File: config.mk
export PLATFORM = sky130hd
export DESIGN_NAME = spi_readback_flat
export DESIGN_NICKNAME = d
export VERILOG_FILES = /design/src/rtl/spi_readback_if.sv /design/src/rtl/spi_readback.sv /design/src/flat_wrapper.sv
export SDC_FILE = /design/constraint.sdc
export NUM_CORES = 1
export LEC_CHECK = 0
export ABC_AREA = 0
export CAP_MARGIN = 20
export CORE_ASPECT_RATIO = 0.5
export CORE_MARGIN = 3
export CORE_UTILIZATION = 44
export DETAILED_ROUTE_END_ITERATION = 10
export PLACE_DENSITY = 0.85
export REMOVE_ABC_BUFFERS = 1
export SYNTH_ARGS = -nofsm -noshare
export SYNTH_HDL_FRONTEND = slang
export SYNTH_SLANG_ARGS = --single-unit
File: constraint.sdc
create_clock -name clk -period 1.8 [get_ports clk]
set_input_delay 0.36 -clock clk [delete_from_list [all_inputs] [get_ports clk]]
set_output_delay 0.36 -clock clk [all_outputs]
set_load 0.02 [all_outputs]
File: src/rtl/spi_readback_if.sv
// spi_readback_if: host SPI pins, the register bank being read back and the
// status outputs of spi_readback, grouped for a single module port.
interface spi_readback_if;
  logic        spi_en;
  logic        spi_clk;
  logic        spi_mosi;
  logic [63:0] reg_data;
  logic        spi_miso;
  logic        spi_miso_oe;
  logic        busy;
  logic        rd_done;
  logic        frame_err;

  modport slave (
    input  spi_en, spi_clk, spi_mosi, reg_data,
    output spi_miso, spi_miso_oe, busy, rd_done, frame_err
  );

  modport master (
    output spi_en, spi_clk, spi_mosi, reg_data,
    input  spi_miso, spi_miso_oe, busy, rd_done, frame_err
  );
endinterface

File: src/rtl/spi_readback.sv
// spi_readback: oversampled SPI slave returning one byte of an 8x8 register bank.
// Define SPI_RB_PARITY_EN to append an odd-parity bit to every read.
module spi_readback (
  input  logic          clk,
  input  logic          rst,
  spi_readback_if.slave bus
);

`ifdef SPI_RB_PARITY_EN
  localparam int unsigned SH_W = 9;
`else
  localparam int unsigned SH_W = 8;
`endif

  typedef enum logic [2:0] {
    S_IDLE = 3'd0,
    S_CMD  = 3'd1,
    S_DATA = 3'd2,
    S_SKIP = 3'd3,
    S_DONE = 3'd4
  } state_t;

  state_t          r_state;
  state_t          w_next;
  logic            r_en_s1, r_en_s2, r_en_s3;
  logic            r_sck_s1, r_sck_s2, r_sck_s3;
  logic            r_mosi_s1, r_mosi_s2;
  logic [1:0]      r_sync_vld;
  logic            r_armed;
  logic            w_en_rise, w_en_fall, w_sck_rise, w_sck_fall;
  logic [2:0]      r_cnt;
  logic [7:0]      r_cmd;
  logic            r_cmd_full;
  logic [SH_W-1:0] r_shadow;
  logic [SH_W-1:0] w_load;
  logic [7:0]      w_sel;
  logic            w_last;
  logic            w_busy, w_oe, w_miso;
  logic            w_rd_done_nxt, w_frame_err_nxt;
  logic            r_rd_done, r_frame_err;

  // An spi_en already high when reset releases must not start a frame, so
  // rising edges count only once the synchronized level has been seen low.
  always_ff @(posedge clk or negedge rst) begin
    if (!rst) begin
      {r_en_s1, r_en_s2, r_en_s3}    <= 3'b000;
      {r_sck_s1, r_sck_s2, r_sck_s3} <= 3'b000;
      {r_mosi_s1, r_mosi_s2}         <= 2'b00;
      r_sync_vld                     <= 2'b00;
      r_armed                        <= 1'b0;
    end else begin
      {r_en_s1, r_en_s2, r_en_s3}    <= {bus.spi_en, r_en_s1, r_en_s2};
      {r_sck_s1, r_sck_s2, r_sck_s3} <= {bus.spi_clk, r_sck_s1, r_sck_s2};
      {r_mosi_s1, r_mosi_s2}         <= {bus.spi_mosi, r_mosi_s1};
      r_sync_vld                     <= {r_sync_vld[0], 1'b1};
      r_armed                        <= r_armed | (r_sync_vld[1] & ~r_en_s2);
    end
  end

  assign w_en_rise  = r_en_s2 & ~r_en_s3 & r_armed;
  assign w_en_fall  = ~r_en_s2 & r_en_s3;
  assign w_sck_rise = r_sck_s2 & ~r_sck_s3;
  assign w_sck_fall = ~r_sck_s2 & r_sck_s3;
  assign w_sel      = bus.reg_data[{r_cmd[2:0], 3'b000} +: 8];

`ifdef SPI_RB_PARITY_EN
  logic r_tail;

  function automatic logic odd_parity(input logic [7:0] d);
    return ~^d;
  endfunction

  assign w_load = {w_sel, odd_parity(w_sel)};
  assign w_last = r_tail;

  // Marks that the eight data bits are out and the parity bit is on the line.
  always_ff @(posedge clk or negedge rst) begin
    if (!rst) begin
      r_tail <= 1'b0;
    end else if (r_state == S_IDLE) begin
      r_tail <= 1'b0;
    end else if ((r_state == S_DATA) && w_sck_fall && (r_cnt == 3'd7)) begin
      r_tail <= 1'b1;
    end
  end
`else
  assign w_load = w_sel;
  assign w_last = (r_cnt == 3'd7);
`endif

  always_ff @(posedge clk or negedge rst) begin
    if (!rst) begin
      r_state <= S_IDLE;
    end else begin
      r_state <= w_next;
    end
  end

  // The command is decoded one cycle after its 8th bit so every bit of r_cmd is registered first.
  always_comb begin
    w_next = r_state;
    case (r_state)
      S_IDLE: begin
        if (w_en_rise) w_next = S_CMD;
        else           w_next = S_IDLE;
      end
      S_CMD: begin
        if (w_en_fall)       w_next = S_IDLE;
        else if (r_cmd_full) w_next = r_cmd[7] ? S_DATA : S_SKIP;
        else                 w_next = S_CMD;
      end
      S_DATA: begin
        if (w_en_fall)                w_next = S_IDLE;
        else if (w_sck_fall && w_last) w_next = S_DONE;
        else                          w_next = S_DATA;
      end
      S_SKIP, S_DONE: begin
        if (!r_en_s2) w_next = S_IDLE;
        else          w_next = r_state;
      end
      default: w_next = S_IDLE;
    endcase
  end

  always_comb begin
    w_busy          = (r_state != S_IDLE);
    w_oe            = (r_state == S_DATA);
    w_miso          = w_oe & r_shadow[SH_W-1];
    w_rd_done_nxt   = (r_state == S_DATA) && (w_next == S_DONE);
    w_frame_err_nxt = ((r_state == S_CMD) || (r_state == S_DATA)) && w_en_fall;
  end

  always_ff @(posedge clk or negedge rst) begin
    if (!rst) begin
      r_rd_done   <= 1'b0;
      r_frame_err <= 1'b0;
    end else begin
      r_rd_done   <= w_rd_done_nxt;
      r_frame_err <= w_frame_err_nxt;
    end
  end

  always_ff @(posedge clk or negedge rst) begin
    if (!rst) begin
      r_cnt      <= 3'd0;
      r_cmd      <= 8'd0;
      r_cmd_full <= 1'b0;
      r_shadow   <= '0;
    end else begin
      case (r_state)
        S_IDLE: begin
          if (w_en_rise) begin
            r_cnt      <= 3'd0;
            r_cmd      <= 8'd0;
            r_cmd_full <= 1'b0;
          end
        end
        S_CMD: begin
          if (r_cmd_full) begin
            r_shadow   <= w_load;
            r_cmd_full <= 1'b0;
          end else if (w_sck_rise) begin
            r_cmd      <= {r_cmd[6:0], r_mosi_s2};
            r_cnt      <= r_cnt + 3'd1;
            r_cmd_full <= (r_cnt == 3'd7);
          end
        end
        S_DATA: begin
          if (w_sck_fall) begin
            r_shadow <= {r_shadow[SH_W-2:0], 1'b0};
            r_cnt    <= r_cnt + 3'd1;
          end
        end
        default: begin
        end
      endcase
    end
  end

  assign bus.spi_miso    = w_miso;
  assign bus.spi_miso_oe = w_oe;
  assign bus.busy        = w_busy;
  assign bus.rd_done     = r_rd_done;
  assign bus.frame_err   = r_frame_err;

endmodule
File: src/flat_wrapper.sv
// flat-port wrapper written by rule: the top's interface ports become plain ports
module spi_readback_flat 
  (clk, rst, bus_spi_en, bus_spi_clk, bus_spi_mosi, bus_reg_data, bus_spi_miso, bus_spi_miso_oe, bus_busy, bus_rd_done, bus_frame_err);
  spi_readback_if bus_i ();
  input  logic clk;
  input  logic rst;
  input wire logic [$bits(bus_i.spi_en)-1:0] bus_spi_en;
  input wire logic [$bits(bus_i.spi_clk)-1:0] bus_spi_clk;
  input wire logic [$bits(bus_i.spi_mosi)-1:0] bus_spi_mosi;
  input wire logic [$bits(bus_i.reg_data)-1:0] bus_reg_data;
  output wire logic [$bits(bus_i.spi_miso)-1:0] bus_spi_miso;
  output wire logic [$bits(bus_i.spi_miso_oe)-1:0] bus_spi_miso_oe;
  output wire logic [$bits(bus_i.busy)-1:0] bus_busy;
  output wire logic [$bits(bus_i.rd_done)-1:0] bus_rd_done;
  output wire logic [$bits(bus_i.frame_err)-1:0] bus_frame_err;
  assign bus_i.spi_en = bus_spi_en;
  assign bus_i.spi_clk = bus_spi_clk;
  assign bus_i.spi_mosi = bus_spi_mosi;
  assign bus_i.reg_data = bus_reg_data;
  assign bus_spi_miso = bus_i.spi_miso;
  assign bus_spi_miso_oe = bus_i.spi_miso_oe;
  assign bus_busy = bus_i.busy;
  assign bus_rd_done = bus_i.rd_done;
  assign bus_frame_err = bus_i.frame_err;
  spi_readback u_core (.clk(clk), .rst(rst), .bus(bus_i));
endmodule
== Word level (Yosys, flattened, before mapping) ==
Index checks and enable logic that the tools add are counted.

* Flip-flop bits (word level): 36
* Bits of input ports: 69
* Output and inout port bits: 5

* Bitwise logic cells: 12
* Shift operators: 1
* Eq/ne operators: 11
* Reduce and logical (&&, ||, !) cells: 14
* Muxes and demuxes: 24
* Add/sub/neg operators: 1

{| class="wikitable"
|+ Operator list
! cell !! count
|-
| 64-bit by 7-bit variable part select with 8-bit output || 1
|-
| 8-bit 2-to-1 mux || 5
|-
| 8-bit case mux with 2 select lines || 2
|-
| 3-bit 2-to-1 mux || 9
|-
| 3-bit case mux with 4 select lines || 1
|-
| 3-bit equality test (second input constant) || 3
|-
| 3-bit case mux with 3 select lines || 1
|-
| 2-bit by 1-bit != test with 1-bit output (second input constant) || 4
|-
| 1-bit AND || 7
|-
| 3-bit by 2-bit equality test with 1-bit output (second input constant) || 2
|-
| 3-bit nonzero test || 2
|-
| 1-bit 2-to-1 mux || 5
|-
| 5-bit AND reduction || 1
|-
| 1-bit NOT || 4
|-
| 4-bit AND reduction || 1
|-
| 2-bit nonzero test || 2
|-
| 3-bit by 1-bit adder with 3-bit output (second input constant) || 1
|-
| 3-bit by 1-bit equality test with 1-bit output (second input constant) || 1
|-
| 1-bit logical AND || 3
|-
| 3-bit logical NOT || 1
|-
| 3-bit AND reduction || 1
|-
| 2-bit != test (second input constant) || 1
|-
| 1-bit case mux with 2 select lines || 1
|-
| 2-bit AND reduction || 1
|-
| other kinds (3) || 3
|}

== Logic depth before layout (Yosys ltp) ==
* Word-level depth: 8
* Depth in mapped cells: 7

== Worst setup path after synthesis ==
OpenSTA, ideal clock, no wires.

* Kind: reg2reg
* Start: register u_core.r_state[2]
* End: register u_core.r_cnt[0]
* Data required time: 1675 ps
* Setup slack: 130 ps
* Clock period less this slack: 1670 ps
* Arrival: 1546 ps
* Buffers on the path: 2
* Library setup time: 125 ps
* Cell stages (with the launch flop): 7
* Path through: dfrtp_1 buf_4 nor3b_2 and3b_1 buf_4 nor2b_2 mux2_2

* Word-level cells in the longest chain between the ends: 3

{| class="wikitable"
|+ Ends and longest elaborated chain
! element !! RTL line !! RTL
|-
| from (decl) || spi_readback.sv:23 || <nowiki>state_t r_state;</nowiki>
|-
| from (signal assigned) || spi_readback.sv:95 || <nowiki>r_state <= w_next;</nowiki>
|-
| 3-bit by 2-bit equality test with 1-bit output * || - ||
|-
| via bus_spi_miso_oe || flat_wrapper.sv:12 || <nowiki>output wire logic [$bits(bus_i.spi_miso_oe)-1:0] bus_spi_miso_oe;</nowiki>
|-
| 2-bit by 1-bit != test with 1-bit output (no line) or 3-bit nonzero test (tied branches) || - ||
|-
| 5-bit AND reduction (no line) || - ||
|-
| to (signal assigned) || spi_readback.sv:164 || <nowiki>r_cnt <= r_cnt + 3'd1;</nowiki>
|-
| to (signal assigned) || spi_readback.sv:171 || <nowiki>r_cnt <= r_cnt + 3'd1;</nowiki>
|-
| to (decl) || spi_readback.sv:31 || <nowiki>logic [2:0] r_cnt;</nowiki>
|}

The timed path passes the listed nets; every way through them passes the cells marked *.
A chain may end at the register's enable or synchronous reset.

== Worst setup path after layout ==
* Start: register u_core.r_state[1]
* End: output bus_busy

* Word-level cells in the longest chain between the ends: 1

{| class="wikitable"
|+ Ends and longest elaborated chain
! element !! RTL line !! RTL
|-
| 3-bit nonzero test || spi_readback.sv:126 || <nowiki>w_busy = (r_state != S_IDLE);</nowiki>
|-
| to (decl) || flat_wrapper.sv:13 || <nowiki>output wire logic [$bits(bus_i.busy)-1:0] bus_busy;</nowiki>
|}

Every way passes these cells.

==> impl_results.md <==
* Clock Tree Buf Depth at 2
* FF+latch count, synth at 36
* Antenna Cells at 0
* Area Growth Syn to Fin at 45.3%
* Drt wl/cell at 17.8 microns
* Final worst-path cycle share at 96.2%
* Crit start category: flop
* Via density at ~5.8
* P_leak at 1.22 nW
* Max-Cap Viols at 0
* Power density over cell area at 705 nW/um^2
* Core area at 4080 sq um
* Filler Cell Count at 298
* Crit path kind: reg -> out
* DR vias at 1616
* Vias in the first global route at 1739
* CTS tree: done
* Die area at 5340 sq um
* Starting Density at 48.0%
* Grt met1 use at 23.1%
* Dpl cells at 271
* DIE WIDTH at 100 microns
* YS warnings at 0
* IO Count at 74
* Synth unique cells at 46
* DRC at 0
* Met2 GRT Util at 35.1%
* Busiest grt layer: met2
* Post-Layout Cell Count at about 280
* Sequential fraction of the synthesis area at ~46%
* Pin count of the biggest net entering global routing at 37
* Final setup fails at 0
* Final #Nets at 295
* DR pass1 iterations at 4
* Critical path fanouts, max at 3
* Ratio of cells with drive above 1 in the final layout at ~14%
* Mean Syn Cell Area at around 14 sq um
* Pins Over Slew Limit at 0
* Final min period at 1730 ps
* Worst Hold Class: reg -> reg
* Ys async rst share at 100%
* Routability cong. at 0.799
* Initial DRC Count at 60
* EDFF count, synth at 0
* Global-route wire length before repair at 7920 microns
* Setup Fix Bufs, Post-CTS at 0
* Cell row count at 16
* CP arrival at 1370 ps
* Setup TNS at 0 ps
* GRT Total Usage at between 10% and 20%
* Num CTS Buffers at 5
* Worst-Skew Late Latency at 290 ps
* Die height at around 53 microns
* RSZ-0062 raised after global routing: false
* Critical path data required time at 1440 ps
* Clock-pin slew on the worst setup and hold paths at 70 ps
* Clock skew at 6.21 ps
* Crit end category: primary output
* Global Route met3 Usage at 4.87%
* Worst VDD drop at approximately 0.39 mV
* Synth Cell Area at roughly 2000 sq um
* DP HPWL at 3730 microns
* CTS Root Cell: clkbuf_8
* Post-Syn Instances at 145
* Final hold viol count at 0
* Post-synth top flop: dfrtp_1
* Final ANT Viol Nets at 0
* Routed WL at 4940 microns
* Hold_ws at 350 ps
* PortBufs at 73
* Htree depth at 2
* Outcome: complete, no violations
* Max Clock Freq at 0.577 GHz
* CTS Sinks at 36
* GR Overflow Total at 0
* Antenna violations before repair at 0
==> Yosys cell counts, types with 2 or more instances <==
cell | count | area, sq um
buf_6 | 3 | 33.8
mux4_2 | 5 | 113
buf_4 | 4 | 30.0
buf_2 | 3 | 15.0
nand3_1 | 2 | 10.0
dfrtp_1 | 36 | 901
a22o_1 | 11 | 96.3
ha_1 | 2 | 25.0
nor2_1 | 5 | 18.8
mux4_1 | 10 | 263
and2_1 | 2 | 12.5
a32oi_1 | 6 | 52.6
a21oi_1 | 3 | 15.0
nand2_1 | 11 | 41.3
and4bb_2 | 2 | 25.0
a22oi_1 | 7 | 52.6
and3b_1 | 2 | 17.5
mux2i_1 | 2 | 20.0
clkbuf_1 | 2 | 7.51
==> state kept, by name, indices dropped and copies added (netlist names) <==
register              cells
u_core.bus.frame_err      1
u_core.bus.rd_done        1
u_core.r_armed            1
u_core.r_cmd              8
u_core.r_cmd_full         1
u_core.r_cnt              3
u_core.r_en_s1            1
u_core.r_en_s2            1
u_core.r_en_s3            1
u_core.r_mosi_s1          1
u_core.r_mosi_s2          1
u_core.r_sck_s1           1
u_core.r_sck_s2           1
u_core.r_sck_s3           1
u_core.r_shadow           8
u_core.r_state            3
u_core.r_sync_vld         2
==> through the flow <==
| step | setup slack [ps] | utilization (%) | area, sq um | total power [mW] |
|---|---|---|---|---|
| finish | 68.1 | 69.8 | 2850 | 2.01 |
| global route | 22.6 | 69.8 | 2850 | 2.11 |
| detailed placement | -10.1 | 67.8 | 2770 | 1.50 |
| global placement | 33.2 | 67.8 | 2770 | 1.46 |
| floorplan | -113 | - | 1880 | 1.20 |
| CTS | 11.9 | 69.6 | 2840 | 2.01 |
==> cells in the final DEF, fill, tap and decap left out, types with 2 or more instances in the layout <==
master	Yosys	final
a22oi_1	7	7
clkdlybuf4s50_1	0	70
mux4_2	5	5
a21oi_1	3	3
ha_1	2	2
a32oi_1	6	6
nand3_1	2	2
clkbuf_8	0	5
a22o_1	11	11
dfrtp_1	36	36
mux4_1	10	10
and2_1	2	2
nand2_1	11	11
nor2b_2	1	2
nor2_1	5	5
mux2i_1	2	2
and3b_1	2	2
and4bb_2	2	2
buf_4	4	10
==> critical path: stages, from the launching register on <==
cell and delay [ps]:
dfrtp_1 390, or3_1 390, clkdlybuf4s15_1 300
==> final timing paths <==
check / from / end / slack (ps) / cells after the start
worst max-delay path: u_core.r_state[1] / bus_busy / 70 / 2
worst min-delay path: u_core.r_sck_s1 / u_core.r_sck_s2 / 350 / 0
worst max register to register: u_core.r_state[0] / u_core.r_cnt[0] / 120 / 5
worst min register to register: u_core.r_sck_s1 / u_core.r_sck_s2 / 350 / 0
max in group asynchronous: rst / u_core.r_cmd[0] / 1000 / 2
min in group asynchronous: rst / u_core.r_mosi_s1 / 490 / 2
==> metal layers <==
metal  part of all wire (%)  vias to the layer above
met5                      0                        -
met4                    1.6                        0
met3                    6.3                        9
met2                     53                       62
met1                     39                      815
li1                       -                      730
==> power breakdown <==
part,internal [mW],switching [mW],total [mW]
Combinational,0.365,0.208,0.573
Clock,0.263,0.264,0.527
Sequential,0.862,0.0469,0.909
==> cell families (layout without fill, tap and decap cells) <==
family	count (synthesis)	after routing	share of synthesized area, %
XOR/XNOR	1	1	0.447
buffers and inverters	13	92	4.59
multiplexers	18	18	20.7
other	1	1	0.191
AO/OA/AOI/OAI	37	37	15.1
adder cells (fa/ha/maj)	2	2	1.28
flip-flops	36	36	45.9
AND/OR/NAND/NOR	37	37	11.8
==> area by class of cell <==
class	count	area [sq um]	share of cell area, %
clock buffer	6	72.6	2.55
multi-input combinational	96	981	34.4
tap	54	67.6	2.37
inverter	1	3.75	0.132
clock inverter	1	5.00	0.176
timing repair buffer	84	820	28.8
sequential	36	901	31.6
==> timing repair <==
action / in CTS / in global routing
cloned: 0 / 0
setup endpoints to repair: 3 / 5
hold buffers: 0 / 0
pin swaps: 0 / 0
gates resized for setup: 3 / 5
No activity file was read; power rests on OpenSTA's default activity.
